## src/rtl/sw_debounce.sv

```systemverilog
// Two-bank DIP-switch synchroniser and debouncer feeding the display multiplexer.
// Each bank is accepted only after its synchronised value has held for STABLE_CYCLES clocks.
`timescale 1ns/1ps
module sw_debounce #(
  parameter int WIDTH         = 4,
  parameter int SYNC_STAGES   = 2,
  parameter int STABLE_CYCLES = 60000,
  parameter bit ACTIVE_LOW    = 1'b1
) (
  input  logic             clk,
  input  logic             reset,
  input  logic [WIDTH-1:0] onboard_sw_raw,
  input  logic [WIDTH-1:0] bboard_sw_raw,
  output logic [WIDTH-1:0] onboard_sw,
  output logic [WIDTH-1:0] bboard_sw,
  output logic             sw_changed
);

  localparam int CNT_W = $clog2(STABLE_CYCLES);
  localparam logic [CNT_W-1:0] CNT_LAST = CNT_W'(STABLE_CYCLES - 1);
  localparam logic [WIDTH-1:0] RAW_IDLE = {WIDTH{ACTIVE_LOW}};

  logic [WIDTH-1:0] raw [2];
  logic [WIDTH-1:0] deb [2];
  logic             bank_upd [2];

  assign raw[0] = onboard_sw_raw;
  assign raw[1] = bboard_sw_raw;

  for (genvar b = 0; b < 2; b++) begin : g_bank
    logic [WIDTH-1:0] sync [SYNC_STAGES];
    logic [WIDTH-1:0] s;
    logic [WIDTH-1:0] cand, cand_nxt;
    logic [WIDTH-1:0] out_q, out_nxt;
    logic [CNT_W-1:0] cnt, cnt_nxt;
    logic             upd;

    // Sync flops idle at the pin level of logical 0 so reset release causes no spurious change
    always_ff @(posedge clk or posedge reset) begin
      if (reset) begin
        for (int i = 0; i < SYNC_STAGES; i++) sync[i] <= RAW_IDLE;
      end else begin
        sync[0] <= raw[b];
        for (int i = 1; i < SYNC_STAGES; i++) sync[i] <= sync[i-1];
      end
    end

    assign s = ACTIVE_LOW ? ~sync[SYNC_STAGES-1] : sync[SYNC_STAGES-1];

    always_comb begin
      cand_nxt = cand;
      cnt_nxt  = cnt;
      out_nxt  = out_q;
      upd      = 1'b0;
      if (s == out_q) begin
        cnt_nxt  = '0;
        cand_nxt = out_q;
      end else if (s != cand) begin
        cand_nxt = s;
        cnt_nxt  = CNT_W'(1);
      end else if (cnt == CNT_LAST) begin
        out_nxt = cand;
        cnt_nxt = '0;
        upd     = 1'b1;
      end else begin
        cnt_nxt = cnt + 1'b1;
      end
    end

    always_ff @(posedge clk or posedge reset) begin
      if (reset) begin
        cand  <= '0;
        cnt   <= '0;
        out_q <= '0;
      end else begin
        cand  <= cand_nxt;
        cnt   <= cnt_nxt;
        out_q <= out_nxt;
      end
    end

    assign deb[b]      = out_q;
    assign bank_upd[b] = upd;
  end

  // Registered alongside the output update, so the pulse coincides with the new value
  always_ff @(posedge clk or posedge reset) begin
    if (reset) sw_changed <= 1'b0;
    else       sw_changed <= bank_upd[0] | bank_upd[1];
  end

  assign onboard_sw = deb[0];
  assign bboard_sw  = deb[1];

endmodule

```

## config.mk

```make
export PLATFORM = sky130hd
export DESIGN_NAME = sw_debounce
export DESIGN_NICKNAME = d
export VERILOG_FILES = /design/src/rtl/sw_debounce.sv
export SDC_FILE = /design/constraint.sdc
export NUM_CORES = 1
export LEC_CHECK = 0
export BUFFER_PORTS_ARGS = -buffer_cell sky130_fd_sc_hd__buf_2
export CORE_MARGIN = 10
export CORE_UTILIZATION = 61
export CTS_CLUSTER_SIZE = 25
export DETAILED_ROUTE_END_ITERATION = 12
export PLACE_DENSITY = 0.8
export SETUP_SLACK_MARGIN = 0.15
export SLEW_MARGIN = 20
export SYNTH_ARGS = -nofsm -noshare
export SYNTH_HDL_FRONTEND = slang
export SYNTH_SLANG_ARGS = --single-unit
```

## constraint.sdc

```tcl
create_clock -name clk -period 4.85 [get_ports clk]
set_input_delay 0.7275 -clock clk [delete_from_list [all_inputs] [get_ports clk]]
set_output_delay 0.7275 -clock clk [all_outputs]
set_load 0.01 [all_outputs]
```

Word level (Yosys, flattened, before mapping)
Index checks and enable logic that the tools add are counted.
- register bits: 65
- word-level logic and storage cells: 46
- output and inout bits: 9
- input bits: 10
- add/sub/neg operators: 2
- bitwise logic cells: 7
- equality and inequality tests: 6
- muxes and demuxes: 16
- reductions and logical operators: 4
- operators by type and width (operator ; count):
    16-bit two-way mux ; 6
    16-bit by 1-bit adder with 16-bit output, second input constant ; 2
    16-bit == test, second input constant ; 2
    4-bit two-way mux ; 4
    4-bit == test ; 2
    4-bit != test ; 2
    4-bit inverter ; 2
    1-bit two-way mux ; 6
    3-bit AND reduction ; 2
    1-bit inverter ; 4
    2-bit nonzero test ; 2
    1-bit bitwise OR ; 1

Longest topological paths before layout
Gate-level depths: netlist of run 1.
- depth after elaboration: 5
- mapped depth: 6
- gate-level depth less buffers: 5

Worst setup path before layout of run 1
No wires, ideal clock.
- path kind: register to register
- start point: register g_bank[0].cnt[0]
- end point: register g_bank[0].out_q[0], in the netlist onboard_sw[0]
- setup time: 128 ps
- data required time: 4722 ps
- data arrival time: 1809 ps
- path slack: 2914 ps
- path buffers: 0
- period minus slack after synthesis: 1936 ps
- stages on the path, launching flop included: 6
- cell sequence: dfrtp_1 -> ha_1 -> nand4_1 -> or4_1 -> nor3_4 -> mux2_1
- longest elaborated chain between the ends: 2
- ends and longest elaborated chain (item ; RTL line ; RTL):
    start: declaration ; 35 ; logic [CNT_W-1:0] cnt, cnt_nxt;
    start signal: assignment ; 77 ; cnt <= cnt_nxt;
    16-bit == test ; 61 ; end else if (cnt == CNT_LAST) begin
    3-bit AND reduction (no source line) ; n/a ;
    end signal: assignment ; 78 ; out_q <= out_nxt;
    end: declaration ; 34 ; logic [WIDTH-1:0] out_q, out_nxt;
No other way between the ends.
A chain may end at the register's enable or synchronous reset.

Worst setup path in the final report of run 1
- start point: register g_bank[0].cnt[0]
- end point: register g_bank[0].out_q[1], in the netlist onboard_sw[1]
The elaborated chain is that of the path after synthesis.

==> out/summary.txt, run 1 <==
post-synthesis cell area: 0.00280 mm²
Max-slew headroom: 48.7%
insertion delay to the later sink of the worst-skew pair: 0.33 ns
Final period util: 44.5%
post-DR wirelength/cell: 14.6 µm
CTS root buffer: clkbuf_8
Die H: 87.7 µm
setup bufs post-CTS: 0
post_cts resized: 0
RSZ-0062 raised after global routing: false
CTS tree: yes
Die X: 87.7 µm
post-route ant nets: 0
GPL Wtd Cong: 0.789
utilization after layout: 71.6%
Nets: 281
hold path start: g_bank[0].sync[4]
CTS Hold Bufs: 0
vias in the first global route: 1822
Avg Inst Size Synth: 11.6 µm²
Area growth syn-to-layout: 12.2%
Synth Warn #: 0
Die ar.: 0.00770 mm²
hold-critical path depth: 0
largest net degree at the start of global routing: 66
Leak Pwr: 1.37 nW
drt drc: 0
Yosys reg bits: 65
Peak Freq: 463 MHz
power after layout: 1.05 mW
crit path time final: 2.16 ns
WP data required: 5.06 ns
actual slew at the worst max-slew pin: 0.769 ns
drt via density: 5.45
ant diodes: 0
status: complete, no violations
reg2reg setup slack: 2.69 ns
Worst Hold Path EP: g_bank[0].sync[0]
Worst Reg-to-Reg Cells: 5
Worst R2R Start: g_bank[0].cnt[0]
Max clock buf depth: 2
endpoints failing hold: 0
Unique masters post-synth: 34
clock slew at reported path FFs: 0.07 ns
Core Region: 0.00438 mm²
DR iter-0 viols: 58
Ports: 19
Syn Nets: 253
element type at the critical path end: flop
Worst Path Arrival: 2.37 ns
grt ovf: 0
# port buffers: 18
pwr dens: 334 mW/mm²
max_cap viols: 0
dpl hpwl: 3330 µm
number of fill cells in the layout: 315
initial antenna violation count: 0
Routed WL: 4770 µm
clk sink count: 65
Hold Crit Class: flop to flop
Final setup viols: 0
row count: 24
Crit Path Max Fanout: 7
VDD IR max: 0.000270 V
first-pass GRT wire length: 8310 µm
CP startpoint kind: flop
Initial DRT Pass Iterations: 6
sequential-to-total area share from yosys stat: 58.8%
number of synthesized flops with an enable pin: 0
Mapped Cells: 241
H-Tree Depth: 3
ys async rst share: 100%
fin area: 0.00314 mm²
Final Max Slew Viols: 0
critical path class: flop to flop
worst r2r dst: onboard_sw[1]
clock skew: 0.00535 ns
setup_tns: 0 ns
dpl cell area: 0.00295 mm²
total track usage: 13.7%
commonest register cell after synthesis: dfrtp_1
Num CTS Buffers: 9
layout cells sized above 1: 23.0%
DR vias: 1778
Starting Density: 63.8%
-- cell usage in the layout, fill, tap and decap left out, types with 2 or more instances in the layout --
master	Yosys	final
nor3_1	2	2
ha_1	2	2
nor2_1	28	28
xor2_1	24	24
mux2_1	4	4
and3_1	4	4
dfrtp_1	49	49
or3_1	4	4
dfstp_2	16	16
inv_1	15	14
nand3_1	13	13
nand4_1	11	11
clkinv_2	0	4
clkbuf_8	0	10
o21ai_0	4	4
nand4bb_1	2	2
nand2_1	11	11
nor4_1	5	5
xnor2_1	15	15
mux2_2	4	4
o31ai_1	2	2
buf_2	1	18
a21oi_1	6	6
or4_1	4	4
and4_1	4	4
-- where the power goes --
part | internal (mW) | switching [mW] | total (mW)
clock | 0.247 | 0.194 | 0.441
sequential | 0.560 | 0.00931 | 0.569
combinational | 0.0126 | 0.0247 | 0.0373
total | 0.820 | 0.228 | 1.05
-- worst max path at each step --
stage | slack, ns | end | start | depth (start not counted)
4_1_cts | 2.69 | onboard_sw[1] | g_bank[0].cnt[0] | 5
3_3_place_gp | 2.79 | onboard_sw[0] | g_bank[0].cnt[0] | 5
3_5_place_dp | 2.70 | onboard_sw[1] | g_bank[0].cnt[0] | 5
5_1_grt | 2.54 | g_bank[0].cnt[5] | g_bank[0].cnt[0] | 5
6_report | 2.69 | onboard_sw[1] | g_bank[0].cnt[0] | 5
2_1_floorplan | 2.52 | bboard_sw[0] | reset | 1
-- synthesized netlist by cell type (all sizes together) (2+ instances only) --
cell type | number | share of area [%]
dfrtp | 49 | 44
nor2 | 28 | 3.8
xor2 | 24 | 7.5
dfstp | 16 | 15
inv | 15 | 2.0
xnor2 | 15 | 4.7
nand3 | 14 | 2.7
nand2 | 11 | 1.5
nand4 | 11 | 2.5
mux2 | 8 | 3.2
a21oi | 6 | 1.1
nor4 | 6 | 1.6
or4 | 5 | 1.5
and3 | 4 | 0.89
and4 | 4 | 1.3
o21ai | 4 | 0.72
or3 | 4 | 0.89
nor3 | 3 | 0.94
buf | 2 | 0.58
ha | 2 | 0.89
nand4bb | 2 | 0.80
o31ai | 2 | 0.54
-- sequential cells by signal, summed over array words and instances, names as in the netlist --
signal and cells:
g_bank.cand 8, sw_changed 1, onboard_sw 4, bboard_sw 4, g_bank.sync 16, g_bank.cnt 32
-- cells by family (layout without fill, tap and decap cells) --
logic type,Yosys count,after routing,synth area share [%]
flops,65,65,58.8
mux,8,8,3.22
xor+xnor,39,39,12.2
compound gates,13,13,2.55
buf+inv,17,50,2.59
fa+ha+maj,2,2,0.894
simple gates,97,97,19.7
-- worst max-delay path, stage by stage, from the launching register on --
cell and delay (ns):
dfrtp_1 0.39, ha_1 0.21, nand4_1 0.27, or4_1 0.56
nor3_4 0.25, mux2_1 0.36
-- cell type report --
| class | instances | area [µm²] | share of cell area [%] |
|---|---|---|---|
| well taps | 52 | 65.1 | 2.07 |
| clock inverters | 6 | 57.6 | 1.83 |
| repair buffers | 19 | 97.6 | 3.11 |
| multi-input cells | 159 | 1080 | 34.4 |
| inverters | 15 | 56.3 | 1.79 |
| clock buffers | 10 | 138 | 4.38 |
| flip-flops and latches | 65 | 1650 | 52.4 |
-- metrics by stage --
stage                     std cells  worst slack (ns)  hold slack, ns
after floorplan                 241              2.52           0.345
after global placement          310              2.79           0.345
after detailed placement        310              2.70           0.347
after CTS                       326              2.69           0.355
after global routing            326              2.54           0.358
final                           326              2.69           0.355
-- routing by layer --
| metal | share of wire, % | GRT usage [%] | up-vias |
|---|---|---|---|
| li1 | - | - | 889 |
| met1 | 48 | 16.6 | 848 |
| met2 | 46 | 21.6 | 35 |
| met3 | 4.9 | 4.92 | 6 |
| met4 | 1.5 | 6.09 | 0 |
| met5 | 0 | 0 | - |
Power figures use the tool's default switching activity.
==> run 2, diff against run 1 <==
--- a/config.mk
+++ b/config.mk
@@ -7,10 +7,10 @@
 export LEC_CHECK = 0
 export BUFFER_PORTS_ARGS = -buffer_cell sky130_fd_sc_hd__buf_2
 export CORE_MARGIN = 10
-export CORE_UTILIZATION = 61
+export CORE_UTILIZATION = 59
 export CTS_CLUSTER_SIZE = 25
 export DETAILED_ROUTE_END_ITERATION = 12
-export PLACE_DENSITY = 0.8
+export PLACE_DENSITY = 0.78
 export SETUP_SLACK_MARGIN = 0.15
 export SLEW_MARGIN = 20
 export SYNTH_ARGS = -nofsm -noshare
==> constraint.sdc (replaced) <==
create_clock -name clk -period 2.1 [get_ports clk]
set_input_delay 0.315 -clock clk [delete_from_list [all_inputs] [get_ports clk]]
set_output_delay 0.315 -clock clk [all_outputs]
set_load 0.01 [all_outputs]
==> out/summary.txt, run 2 (same netlist as run 1, synthesis figures left out) <==
clock skew: 0.00778 ns
critical path class: flop to flop
layout cells sized above 1: 29.1%
Net Sw Power: 0.595 mW
total track usage: 14.2%
drt via density: 5.70
net switching fraction of the power: 23.9%
# port buffers: 18
number of fill cells in the layout: 300
most common cell after layout, fill and taps aside: dfrtp_1
Max-slew headroom: 70.6%
Area growth syn-to-layout: 19.1%
Initial DRT Pass Iterations: 4
CTS tree: yes
WP data required: 2.32 ns
first-pass GRT wire length: 8600 µm
status: complete, no violations
crit path from: g_bank[0].cnt[0]
DR iter-0 viols: 135
Final Max Slew Viols: 0
post-layout instance count excluding filler cells: 341
post-route ant nets: 0
endpoints failing hold: 0
drt drc: 0
Largest register FFs: 32
Core Region: 0.00447 mm²
Leak Pwr: 1.46 nW
DR vias: 1942
max_cap viols: 0
Final setup viols: 0
GPL Wtd Cong: 0.870
post-DR wirelength/cell: 15.8 µm
area of the multi-input gates: 0.00115 mm²
clk sink count: 65
ant diodes: 0
pwr dens: 746 mW/mm²
Max clock buf depth: 2
RSZ-0062 raised after global routing: true
initial antenna violation count: 0
CTS root buffer: clkbuf_8
Num CTS Buffers: 9
reg2reg setup slack: 0.17 ns
grt ovf: 0
Die ar.: 0.00790 mm²
row count: 24
sequential share of power: 52.8%
insertion delay to the later sink of the worst-skew pair: 0.34 ns
CTS Hold Bufs: 0
Routed WL: 5390 µm
actual slew at the worst max-slew pin: 0.440 ns
H-Tree Depth: 3
Final period util: 91.8%
Clock power frac: 42.8%
Starting Density: 62.6%
Ports: 19
vias in the first global route: 2002
Die H: 88.9 µm
VDD IR max: 0.000609 V
Worst R2R Start: g_bank[0].cnt[0]
Int Pwr: 1.89 mW
Hold Crit Class: input port to async pin
element type at the critical path end: flop
dpl hpwl: 3310 µm
worst r2r dst: onboard_sw[1]
biggest regs: g_bank.cnt (32), g_bank.sync (16), g_bank.cand (8)
Worst Reg-to-Reg Cells: 5
Nets: 296
Worst Path Arrival: 2.15 ns
Combinational Power Share: 4.4%
largest net degree at the start of global routing: 66
setup_tns: 0 ns
commonest cells after routing, fill and taps aside: dfrtp_1 (48), nor2_1 (28), xor2_1 (24)
largest reg by FF count: g_bank.cnt
DP Cell Count: 315
Die X: 88.9 µm
clock slew at reported path FFs: 0.08 ns
Reg area: 0.00165 mm²
Crit Path Max Fanout: 4
Peak Freq: 519 MHz
crit path time final: 1.93 ns
CP startpoint kind: flop
==> run 2: cell count changes in the layout (fill, tap and decap cells not counted), moves of 2 or more <==
cell	delta
clkinv_2	-4
buf_4	+13
clkinvlp_4	+2
inv_6	+2
nand3_4	+2
==> run 2: cell type report <==
cell class | count | share of cell area, %
clock inverters | 7 | 2.36
well taps | 52 | 1.95
repair buffers | 33 | 6.45
clock buffers | 9 | 3.71
multi-input cells | 160 | 34.4
flip-flops and latches | 65 | 49.4
inverters | 15 | 1.69
==> run 2: stage by stage <==
step	hold WS (ns)	util [%]	cell area (µm²)	power [mW]	setup slack, ns
3_5_place_dp	0.347	66.9	3000	1.43	0.112
3_3_place_gp	0.346	66.9	3000	1.43	0.148
2_1_floorplan	0.319	-	2800	1.40	0.164
4_1_cts	0.0281	72.9	3260	2.50	0.152
6_report	0.0244	74.5	3330	2.49	0.172
5_1_grt	0.0441	74.5	3330	2.59	0.104
==> run 2: critical path, cell delays in order, from the launching register on <==
cell	delay, ns
dfrtp_1	0.41
ha_4	0.17
nand4_1	0.14
or4_4	0.48
nor3_4	0.26
mux2_1	0.35
==> run 2: power by group through the flow <==
stage / clock (mW) / sequential (mW) / combinational, mW
after CTS: 1.09 / 1.31 / 0.0991
after global placement: 0 / 1.34 / 0.0917
final: 1.06 / 1.31 / 0.109
after detailed placement: 0 / 1.34 / 0.0933
after floorplan: 0 / 1.33 / 0.0644
after global routing: 1.15 / 1.32 / 0.124
==> run 2: worst max path at each step <==
stage	endpoint	slack [ns]	cells past startpoint
global route	onboard_sw[1]	0.10	5
floorplan	onboard_sw[0]	0.16	5
finish	onboard_sw[1]	0.17	5
global placement	bboard_sw[2]	0.15	4
detailed placement	onboard_sw[0]	0.11	5
CTS	g_bank[1].cnt[12]	0.15	4
==> run 2: repair_timing <==
item | 4_1_cts | 5_1_grt
gates resized for setup | 3 | 8
pin swaps | 1 | 3
endpoints found under the setup margin | 8 | 21
gates cloned | 0 | 1
setup buffers | 7 | 2
==> run 2: routing by layer <==
layer  vias to the layer above  track usage (%)  share of wire, %
li1                        916                -                 -
met1                       947             17.5                44
met2                        64             21.0                48
met3                        15             4.50               5.1
met4                         0             9.10               2.6
met5                         -                0                 0
